`src/rtl/ks_seq_pkg.sv`:
```
// Shared definitions for the Karplus-Strong note sequencer: FSM state encoding,
// the value every table entry takes on reset, and the default widths.
package ks_seq_pkg;

  typedef enum logic [1:0] {
    S_IDLE  = 2'd0,
    S_PLUCK = 2'd1,
    S_HOLD  = 2'd2
  } seq_state_t;

  localparam int DEF_NUM_STEPS   = 8;
  localparam int DEF_DATA_WIDTH  = 8;
  localparam int DEF_TEMPO_WIDTH = 12;
  localparam int DEF_GATE_WIDTH  = 4;

  // Reset entry: a silent step {rest=1, period=0}
  localparam logic        ENTRY_RST_REST   = 1'b1;
  localparam int unsigned ENTRY_RST_PERIOD = 0;

endpackage

```
`src/rtl/ks_seq_step_table.sv`:
```
// Note table for ks_note_sequencer: async-cleared register file with one
// synchronous write port and a combinational, write-first read port.
module ks_seq_step_table
  import ks_seq_pkg::*;
#(
  parameter int NUM_STEPS  = DEF_NUM_STEPS,
  parameter int DATA_WIDTH = DEF_DATA_WIDTH,
  localparam int ADDR_W    = $clog2(NUM_STEPS)
) (
  input  logic                  clk,
  input  logic                  rst,
  input  logic                  wr_en,
  input  logic [ADDR_W-1:0]     wr_addr,
  input  logic [DATA_WIDTH-1:0] wr_period,
  input  logic                  wr_rest,
  input  logic [ADDR_W-1:0]     rd_addr,
  output logic [DATA_WIDTH-1:0] rd_period,
  output logic                  rd_rest
);

  logic [DATA_WIDTH-1:0] period_mem [NUM_STEPS];
  logic [NUM_STEPS-1:0]  rest_mem;

  always_ff @(posedge clk or posedge rst) begin
    if (rst) begin
      for (int unsigned i = 0; i < NUM_STEPS; i++) begin
        period_mem[i] <= DATA_WIDTH'(ENTRY_RST_PERIOD);
        rest_mem[i]   <= ENTRY_RST_REST;
      end
    end else if (wr_en) begin
      period_mem[wr_addr] <= wr_period;
      rest_mem[wr_addr]   <= wr_rest;
    end
  end

  // A write landing on the entry being read is forwarded in the same cycle
  always_comb begin
    rd_period = period_mem[rd_addr];
    rd_rest   = rest_mem[rd_addr];
    if (wr_en && (wr_addr == rd_addr)) begin
      rd_period = wr_period;
      rd_rest   = wr_rest;
    end
  end

endmodule

```
`src/rtl/ks_note_sequencer.sv`:
```
// Step sequencer driving the Karplus-Strong string's period and pluck inputs.
// Optional macro KS_SEQ_SWING_EN adds swing_i, lengthening odd-indexed steps.
module ks_note_sequencer
  import ks_seq_pkg::*;
#(
  parameter int NUM_STEPS   = DEF_NUM_STEPS,
  parameter int DATA_WIDTH  = DEF_DATA_WIDTH,
  parameter int TEMPO_WIDTH = DEF_TEMPO_WIDTH,
  parameter int GATE_WIDTH  = DEF_GATE_WIDTH,
  localparam int ADDR_W     = $clog2(NUM_STEPS)
) (
  input  logic                   clk_i,
  input  logic                   rst_i,
  input  logic                   enable_i,
  input  logic                   wr_en_i,
  input  logic [ADDR_W-1:0]      wr_addr_i,
  input  logic [DATA_WIDTH-1:0]  wr_period_i,
  input  logic                   wr_rest_i,
  input  logic [ADDR_W-1:0]      last_step_i,
  input  logic [TEMPO_WIDTH-1:0] tempo_i,
  input  logic [GATE_WIDTH-1:0]  gate_len_i,
`ifdef KS_SEQ_SWING_EN
  input  logic [TEMPO_WIDTH-1:0] swing_i,
`endif
  output logic [DATA_WIDTH-1:0]  period_o,
  output logic                   pluck_o,
  output logic [ADDR_W-1:0]      step_o,
  output logic                   busy_o
);

  seq_state_t             state, state_nxt;
  logic [ADDR_W-1:0]      step_q, step_nxt;
  logic [DATA_WIDTH-1:0]  period_q, period_nxt;
  logic [TEMPO_WIDTH-1:0] tempo_cnt, tempo_nxt;
  logic [GATE_WIDTH-1:0]  gate_cnt, gate_nxt;
  logic                   pluck_q, busy_q;

  logic [ADDR_W-1:0]      rd_addr;
  logic [DATA_WIDTH-1:0]  rd_period;
  logic                   rd_rest;
  logic [TEMPO_WIDTH-1:0] tempo_eff, dur;
  logic [GATE_WIDTH-1:0]  gate_eff;
  logic                   start;

  ks_seq_step_table #(
    .NUM_STEPS (NUM_STEPS),
    .DATA_WIDTH(DATA_WIDTH)
  ) u_table (
    .clk      (clk_i),
    .rst      (rst_i),
    .wr_en    (wr_en_i),
    .wr_addr  (wr_addr_i),
    .wr_period(wr_period_i),
    .wr_rest  (wr_rest_i),
    .rd_addr  (rd_addr),
    .rd_period(rd_period),
    .rd_rest  (rd_rest)
  );

  // The table always looks at the step that would start on the next edge
  always_comb begin
    if (state == S_IDLE || step_q >= last_step_i) rd_addr = '0;
    else                                          rd_addr = step_q + ADDR_W'(1);
  end

  always_comb begin
    tempo_eff = (tempo_i == '0) ? TEMPO_WIDTH'(1) : tempo_i;
    gate_eff  = (gate_len_i == '0) ? GATE_WIDTH'(1) : gate_len_i;
`ifdef KS_SEQ_SWING_EN
    begin
      logic [TEMPO_WIDTH:0] sum;
      sum = {1'b0, tempo_eff} + {1'b0, swing_i};
      if (rd_addr[0]) dur = sum[TEMPO_WIDTH] ? '1 : sum[TEMPO_WIDTH-1:0];
      else            dur = tempo_eff;
    end
`else
    dur = tempo_eff;
`endif
  end

  always_comb begin
    state_nxt  = state;
    step_nxt   = step_q;
    period_nxt = period_q;
    tempo_nxt  = (tempo_cnt != '0) ? tempo_cnt - TEMPO_WIDTH'(1) : tempo_cnt;
    gate_nxt   = (gate_cnt != '0) ? gate_cnt - GATE_WIDTH'(1) : gate_cnt;
    start      = 1'b0;

    unique case (state)
      S_IDLE:  start = enable_i;
      S_PLUCK: begin
        if (tempo_cnt == '0)     start     = 1'b1;
        else if (gate_cnt == '0) state_nxt = S_HOLD;
      end
      S_HOLD:  start = (tempo_cnt == '0);
      default: state_nxt = S_IDLE;
    endcase

    // Counters load terminal-count-relative values so a step lasts exactly dur cycles
    if (start) begin
      step_nxt   = rd_addr;
      period_nxt = rd_period;
      state_nxt  = rd_rest ? S_HOLD : S_PLUCK;
      tempo_nxt  = dur - TEMPO_WIDTH'(1);
      gate_nxt   = gate_eff - GATE_WIDTH'(1);
    end

    if (!enable_i) begin
      state_nxt  = S_IDLE;
      step_nxt   = '0;
      period_nxt = period_q;
      tempo_nxt  = '0;
      gate_nxt   = '0;
    end
  end

  always_ff @(posedge clk_i or posedge rst_i) begin
    if (rst_i) begin
      state     <= S_IDLE;
      step_q    <= '0;
      period_q  <= '0;
      tempo_cnt <= '0;
      gate_cnt  <= '0;
      pluck_q   <= 1'b0;
      busy_q    <= 1'b0;
    end else begin
      state     <= state_nxt;
      step_q    <= step_nxt;
      period_q  <= period_nxt;
      tempo_cnt <= tempo_nxt;
      gate_cnt  <= gate_nxt;
      pluck_q   <= (state_nxt == S_PLUCK);
      busy_q    <= (state_nxt != S_IDLE);
    end
  end

  assign period_o = period_q;
  assign pluck_o  = pluck_q;
  assign step_o   = step_q;
  assign busy_o   = busy_q;

endmodule

```
`config.mk`:
```
export PLATFORM = sky130hd
export DESIGN_NAME = ks_note_sequencer
export DESIGN_NICKNAME = d
export VERILOG_FILES = /design/src/rtl/ks_seq_pkg.sv /design/src/rtl/ks_seq_step_table.sv /design/src/rtl/ks_note_sequencer.sv
export SDC_FILE = /design/constraint.sdc
export NUM_CORES = 1
export LEC_CHECK = 0
export ABC_AREA = 0
export BUFFER_PORTS_ARGS = -buffer_cell sky130_fd_sc_hd__buf_4
export CAP_MARGIN = 5
export CORE_ASPECT_RATIO = 1.4
export CORE_MARGIN = 2
export CORE_UTILIZATION = 64
export CTS_CLUSTER_SIZE = 10
export DETAILED_ROUTE_END_ITERATION = 16
export PLACE_DENSITY = 0.84
export SKIP_CTS_REPAIR_TIMING = 1
export SLEW_MARGIN = 10
export SYNTH_ARGS = -nofsm -noshare
export SYNTH_HDL_FRONTEND = slang
export SYNTH_SLANG_ARGS = --single-unit
```
`constraint.sdc`:
```
create_clock -name clk_i -period 7.2 [get_ports clk_i]
set_input_delay 0.36 -clock clk_i [delete_from_list [all_inputs] [get_ports clk_i]]
set_output_delay 0.36 -clock clk_i [all_outputs]
set_load 0.01 [all_outputs]
```
==> results.cfg, run 1 <==
[grt]
track_usage_pct = 28.3
grt_max_degree = 81
overflow = 0
grt_pass1_wl_um = 19700
grt_pass1_vias = 4047
antenna_found_initial = 0

[synth]
yosysSeqAreaShare_pct = 48.3
synth_top_family_by_area = multiplexers
synthMuxAreaShare_pct = 22.3
synth_top_cell_by_area = dfrtp_1
synthTopCellsByArea = dfrtp_1 (44%), mux2_2 (16%), dfstp_2 (3.9%)
yosys_warnings = 0
avgSynthCellArea_um2 = 11.5
postSynthCellCount = 465
async_reset_ff_share_pct = 100
synth.top_cell.area_share_pct = 44.4
synth-simple-area-share_pct = 12.1
yosys_register_bits = 103
synth_cell_type_count = 52
synth_adder_area_share_pct = 2.33
synth_edf_count = 0
syn_nets = 510
synth_area_um2 = 5360
synthFlopType = dfrtp_1
synth_compound_area_share_pct = 9.41
synthXorXnorAreaFrac_pct = 3.27

[clock_tree]
cts-root-buf = clkbuf_16
cts_buffer_depth = 2
clock-sinks = 103
clk_pin_slew_ns = 0.07
htree_levels = 3
cts_tree = yes
cts_made_buffers = 9
clk_latency_ns = 0.35

[setup_path]
critPathArrivalTime_ns = 4.38
cp_max_fo = 20
critPathLaunchType = flip-flop
crit_path_end_kind = flip-flop
criticalPathCategory = reg -> reg
required_ns = 7.47

[sta]
report.final.slew_viol_count = 0
rsz0062_at_grt = no
hold_violations = 0
tightest_slew_ns = 1.12
finalSetupTns_ns = 0
fmax_ghz = 0.243
clock_skew_ns = 0.00679
slew_headroom_pct = 25.4
setup_violations = 0
period_minus_slack_ns = 4.11
timing.final.crit_share_pct = 57.1

[floorplan]
die_area_um2 = 9130
initial_core_util_pct = 65.8
fp-row-count = 39
die_h_um = 112
core_area_um2 = 8150
io_pins = 48
die-width_um = 81.3

[pwr]
peakVddDrop_v = 0.000224
p_per_area_nw_per_um2 = 355
leakagePower_nw = 2.58
total_power_w = 0.00217

[hold_path]
hp-class = in -> reg

[final_layout]
final_cell_mix = dfrtp_1 (95), mux2_2 (74), buf_4 (55)
final_layout_size_suffix_gt1_share_pct = 33.3
final_common_cell = dfrtp_1
syn_to_final_growth_pct = 14.4
nNetsFinal = 557
num_antenna_cells = 0
fin_util_pct = 75.2

[detailed_routing]
post_drt_wl_per_cell_um = 19.3
drt_wl_total_um = 12000
drt_first_pass_iters = 5
drc = 0
viasPerCell = 6.37
drtIter0Drc = 280
vias = 3937
ant_nets = 0

[status]
status = finished clean

[placement]
dp_hpwl_um = 8370
gp_congestion = 0.855
portBuffers = 47

[job]
maxCapViolCount = 0
==> layer usage <==
metal  GRT usage, %  vias to the layer above  wire length [µm]
met5              0                        -                 0
met4           11.9                        0               276
met3           4.74                       28               523
met2           49.4                      129              6440
met1           34.0                     1990              4720
li1               -                     1790                 -
==> registers in the layout, indices dropped and copies added (netlist names) <==
signal and flops:
period_o 8, tempo_cnt 12, u_table.rest_mem 8, step_o 3, u_table.period_mem 64, pluck_o 1, state 2, gate_cnt 4
busy_o 1
==> cell type report <==
class,count,area (µm²)
Inverter,9,36.3
Tap cell,102,128
Sequential cell,103,2590
Clock buffer,9,225
Clock inverter,6,73.8
Timing Repair Buffer,56,423
Fill cell,551,2020
Multi-Input combinational cell,333,2660
==> metrics by stage <==
step                      instance area (µm²)  worst slack (ns)  hold slack (ns)  cells
after global routing                     6130              2.75            0.295    618
after detailed placement                 5820              3.15            0.341    602
after global placement                   5820              3.31            0.333    602
after floorplan                          5360              4.15            0.474    465
after CTS                                6120              3.09          -0.0197    617
final                                    6130              3.09            0.286    618
==> worst paths after layout <==
| kind | from | to | slack, ns | depth (start not counted) |
|---|---|---|---|---|
| setup / recovery | step_o[0] | pluck_o | 3.09 | 8 |
| hold / removal | enable_i | step_o[2] | 0.29 | 2 |
| setup reg to reg | step_o[0] | pluck_o | 3.09 | 8 |
| hold reg to reg | u_table.period_mem[34] | u_table.period_mem[34] | 0.51 | 1 |
| max in group asynchronous | rst_i | u_table.period_mem[3] | 5.37 | 4 |
| min in group asynchronous | rst_i | gate_cnt[3] | 0.53 | 3 |
==> kinds of logic (layout without fill, tap and decap cells) <==
| logic type | after synthesis | after routing |
|---|---|---|
| multiplexers | 99 | 99 |
| adder cells (fa/ha/maj) | 10 | 10 |
| buffers and inverters | 29 | 80 |
| AND/OR/NAND/NOR | 135 | 135 |
| AO/OA/AOI/OAI | 69 | 69 |
| XOR/XNOR | 20 | 20 |
| flip-flops | 103 | 103 |
==> critical path, cell delays in order (launching register included) <==
cell       delay [ns]
dfrtp_1          1.01
clkinv_1         0.54
ha_1             0.42
nor2b_1          0.28
o211ai_2         0.29
xnor2_1          0.25
a211oi_4         0.66
mux2i_1          0.40
o2bb2ai_1        0.16
==> cell usage after synthesis (8+ instances only) <==
cell type and number:
xor2_1 9, xnor2_1 11, nor2_1 52, a31oi_1 8
mux2i_1 16, dfstp_2 8, a311o_1 8, clkbuf_1 13
o21ai_0 12, mux4_2 9, a21oi_1 13, dfrtp_1 95
ha_1 10, nand2_1 31, nor3_1 8, mux2_2 74
==> power by group <==
group,internal [W],leakage (nW),total (W),switching [W]
Combinational,0.000388,1.19,0.000813,0.000425
Sequential,0.000747,1.25,0.000864,0.000117
Clock,0.000274,0.148,0.000497,0.000223
Total,0.00141,2.58,0.00217,0.000765
Note: power is estimated with default switching activity, not from simulation.
==> run 2: changes to the inputs <==
--- a/config.mk
+++ b/config.mk
@@ -10,10 +10,10 @@
 export CAP_MARGIN = 5
 export CORE_ASPECT_RATIO = 1.4
 export CORE_MARGIN = 2
-export CORE_UTILIZATION = 64
+export CORE_UTILIZATION = 60
 export CTS_CLUSTER_SIZE = 10
 export DETAILED_ROUTE_END_ITERATION = 16
-export PLACE_DENSITY = 0.84
+export PLACE_DENSITY = 0.79
 export SKIP_CTS_REPAIR_TIMING = 1
 export SLEW_MARGIN = 10
 export SYNTH_ARGS = -nofsm -noshare
==> constraint.sdc (replaced) <==
create_clock -name clk_i -period 3.8 [get_ports clk_i]
set_input_delay 0.19 -clock clk_i [delete_from_list [all_inputs] [get_ports clk_i]]
set_output_delay 0.19 -clock clk_i [all_outputs]
set_load 0.01 [all_outputs]
==> run 2 against run 1 <==
Worst hold slack lost 0.17 ns. Cell area up 1.2%. Sequential power increased by 88%. Sequential share of layout area shrank 0.50 points. Register-to-register slack got worse by 2.7 ns. Wire length is 5.8% higher. Flip-flop and latch count is the same. Maximum frequency is 22% higher. First-iteration DRC count rose by 2.1%. Clock power increased by 100%. Cell count is 1.8% higher. Die area is 6.4% higher.
==> results.cfg, run 2 (synthesized netlist as in run 1, its figures left out) <==
[clock_tree]
clk_pin_slew_ns = 0.07
clk_latency_ns = 0.35
clock-sinks = 103
htree_levels = 3
cts_made_buffers = 9
cts_buffer_depth = 2
cts_tree = yes
cts-root-buf = clkbuf_16

[detailed_routing]
drtIter0Drc = 286
viasPerCell = 6.28
drc = 0
drt_first_pass_iters = 4
vias = 3947
drt_wl_total_um = 12600
post_drt_wl_per_cell_um = 20.1
ant_nets = 0

[sta]
hold_violations = 0
slew_headroom_pct = 34.5
timing.final.crit_share_pct = 88.7
tightest_slew_ns = 0.977
clock_skew_ns = 0.00895
report.final.slew_viol_count = 0
rsz0062_at_grt = no
finalSetupTns_ns = 0
worst_slack_ns = 0.430
period_minus_slack_ns = 3.37
fmax_ghz = 0.297
setup_violations = 0

[pwr]
leakagePower_nw = 2.62
p_per_area_nw_per_um2 = 678
peakVddDrop_v = 0.000454

[setup_path]
cp_max_fo = 8
crit_path_end_kind = flip-flop
criticalPathCategory = reg -> reg
slowest_delay_ns = 0.52
critPathArrivalTime_ns = 3.62
critPathLaunchType = flip-flop
cp_cell_sequence = inv_1, ha_1, nor4b_1, and4_1, a21oi_1, nor2_1, a21oi_1, ha_1, nand2b_1, or3_1, nor3_1, xnor2_1, a211oi_1
required_ns = 4.05
cp_slowest_cell = a21oi_1

[final_layout]
syn_to_final_growth_pct = 15.7
regMostFlops = u_table.period_mem
final_layout_size_suffix_gt1_share_pct = 34.0
final_cell_mix = dfrtp_1 (95), mux2_2 (74), buf_4 (62)
fin_util_pct = 72.0
final_common_cell = dfrtp_1
final_cell_area_um2 = 6200
num_antenna_cells = 0
largest_registers = u_table.period_mem (64), tempo_cnt (12)
nNetsFinal = 564
largest_reg_flops = 64

[floorplan]
initial_core_util_pct = 62.3
io_pins = 48
core_area_um2 = 8610
die_h_um = 116
die_area_um2 = 9710
fp-row-count = 40
die-width_um = 83.9

[grt]
grt_pass1_wl_um = 20500
grt_pass1_vias = 4244
track_usage_pct = 27.5
antenna_found_initial = 0
overflow = 0
grt_max_degree = 46

[hold_path]
hp-class = in -> reg

[placement]
dp_slack_ns = 0.443
dp_hpwl_um = 8690
portBuffers = 47
place_area_um2 = 5870
gp_congestion = 0.873

[job]
maxCapViolCount = 0

[status]
status = finished clean
==> run 2: cell count changes in the layout (fill, tap and decap cells not counted), sizes merged <==
cell,delta
buf,+7
clkinvlp,+2
bufinv,+1
inv,-3
clkbuf,+1
==> run 2: layout make-up <==
cell class                 instances  area [µm²]
multi-input combinational        333        2650
sequential                       103        2590
fill                             642        2410
timing repair buffer              63         475
clock buffer                      10         229
tap                              105         131
clock inverter                     6        92.6
inverter                           9        36.3
==> run 2: power breakdown <==
| part | internal (W) | total (W) | switching (W) |
|---|---|---|---|
| combinational | 0.000748 | 0.00159 | 0.000839 |
| clock | 0.000583 | 0.00100 | 0.000419 |
| sequential | 0.00142 | 0.00162 | 0.000204 |
| total | 0.00275 | 0.00421 | 0.00146 |
==> run 2: metrics by stage <==
step                      hold WS [ns]  power (W)  std cells
after floorplan                  0.319    0.00272        465
after global placement           0.242    0.00313        612
after detailed placement         0.242    0.00319        612
after CTS                       -0.130    0.00422        628
after global routing             0.114    0.00444        629
final                            0.113    0.00421        629
==> run 2: worst max-delay path: cells and delay by family (launching register included) <==
| kind | cells | cell delay, ns |
|---|---|---|
| xor+xnor | 1 | 0.10 |
| buf+inv | 1 | 0.09 |
| flops | 1 | 0.39 |
| compound gates | 3 | 0.93 |
| fa+ha+maj | 2 | 0.62 |
| simple gates | 6 | 1.15 |
==> run 2: final timing paths <==
path,startpoint,slack (ns),to,depth (start not counted)
worst min register to register,u_table.period_mem[23],0.51,u_table.period_mem[23],1
worst max register to register,state[0],0.43,tempo_cnt[10],13
min in group asynchronous,rst_i,0.42,gate_cnt[2],3
worst max-delay path,state[0],0.43,tempo_cnt[10],13
worst min-delay path,enable_i,0.11,step_o[2],2
max in group asynchronous,rst_i,2.45,u_table.period_mem[35],4
==> run 2: per-layer routing <==
layer | wire length [µm] | up-vias | global-route usage [%] | part of all wire, %
met3 | 454 | 35 | 3.77 | 3.6
met1 | 5010 | 1986 | 31.4 | 40
met5 | 0 | - | 0 | 0
met4 | 425 | 0 | 12.6 | 3.4
met2 | 6750 | 123 | 51.1 | 53
li1 | - | 1803 | - | -
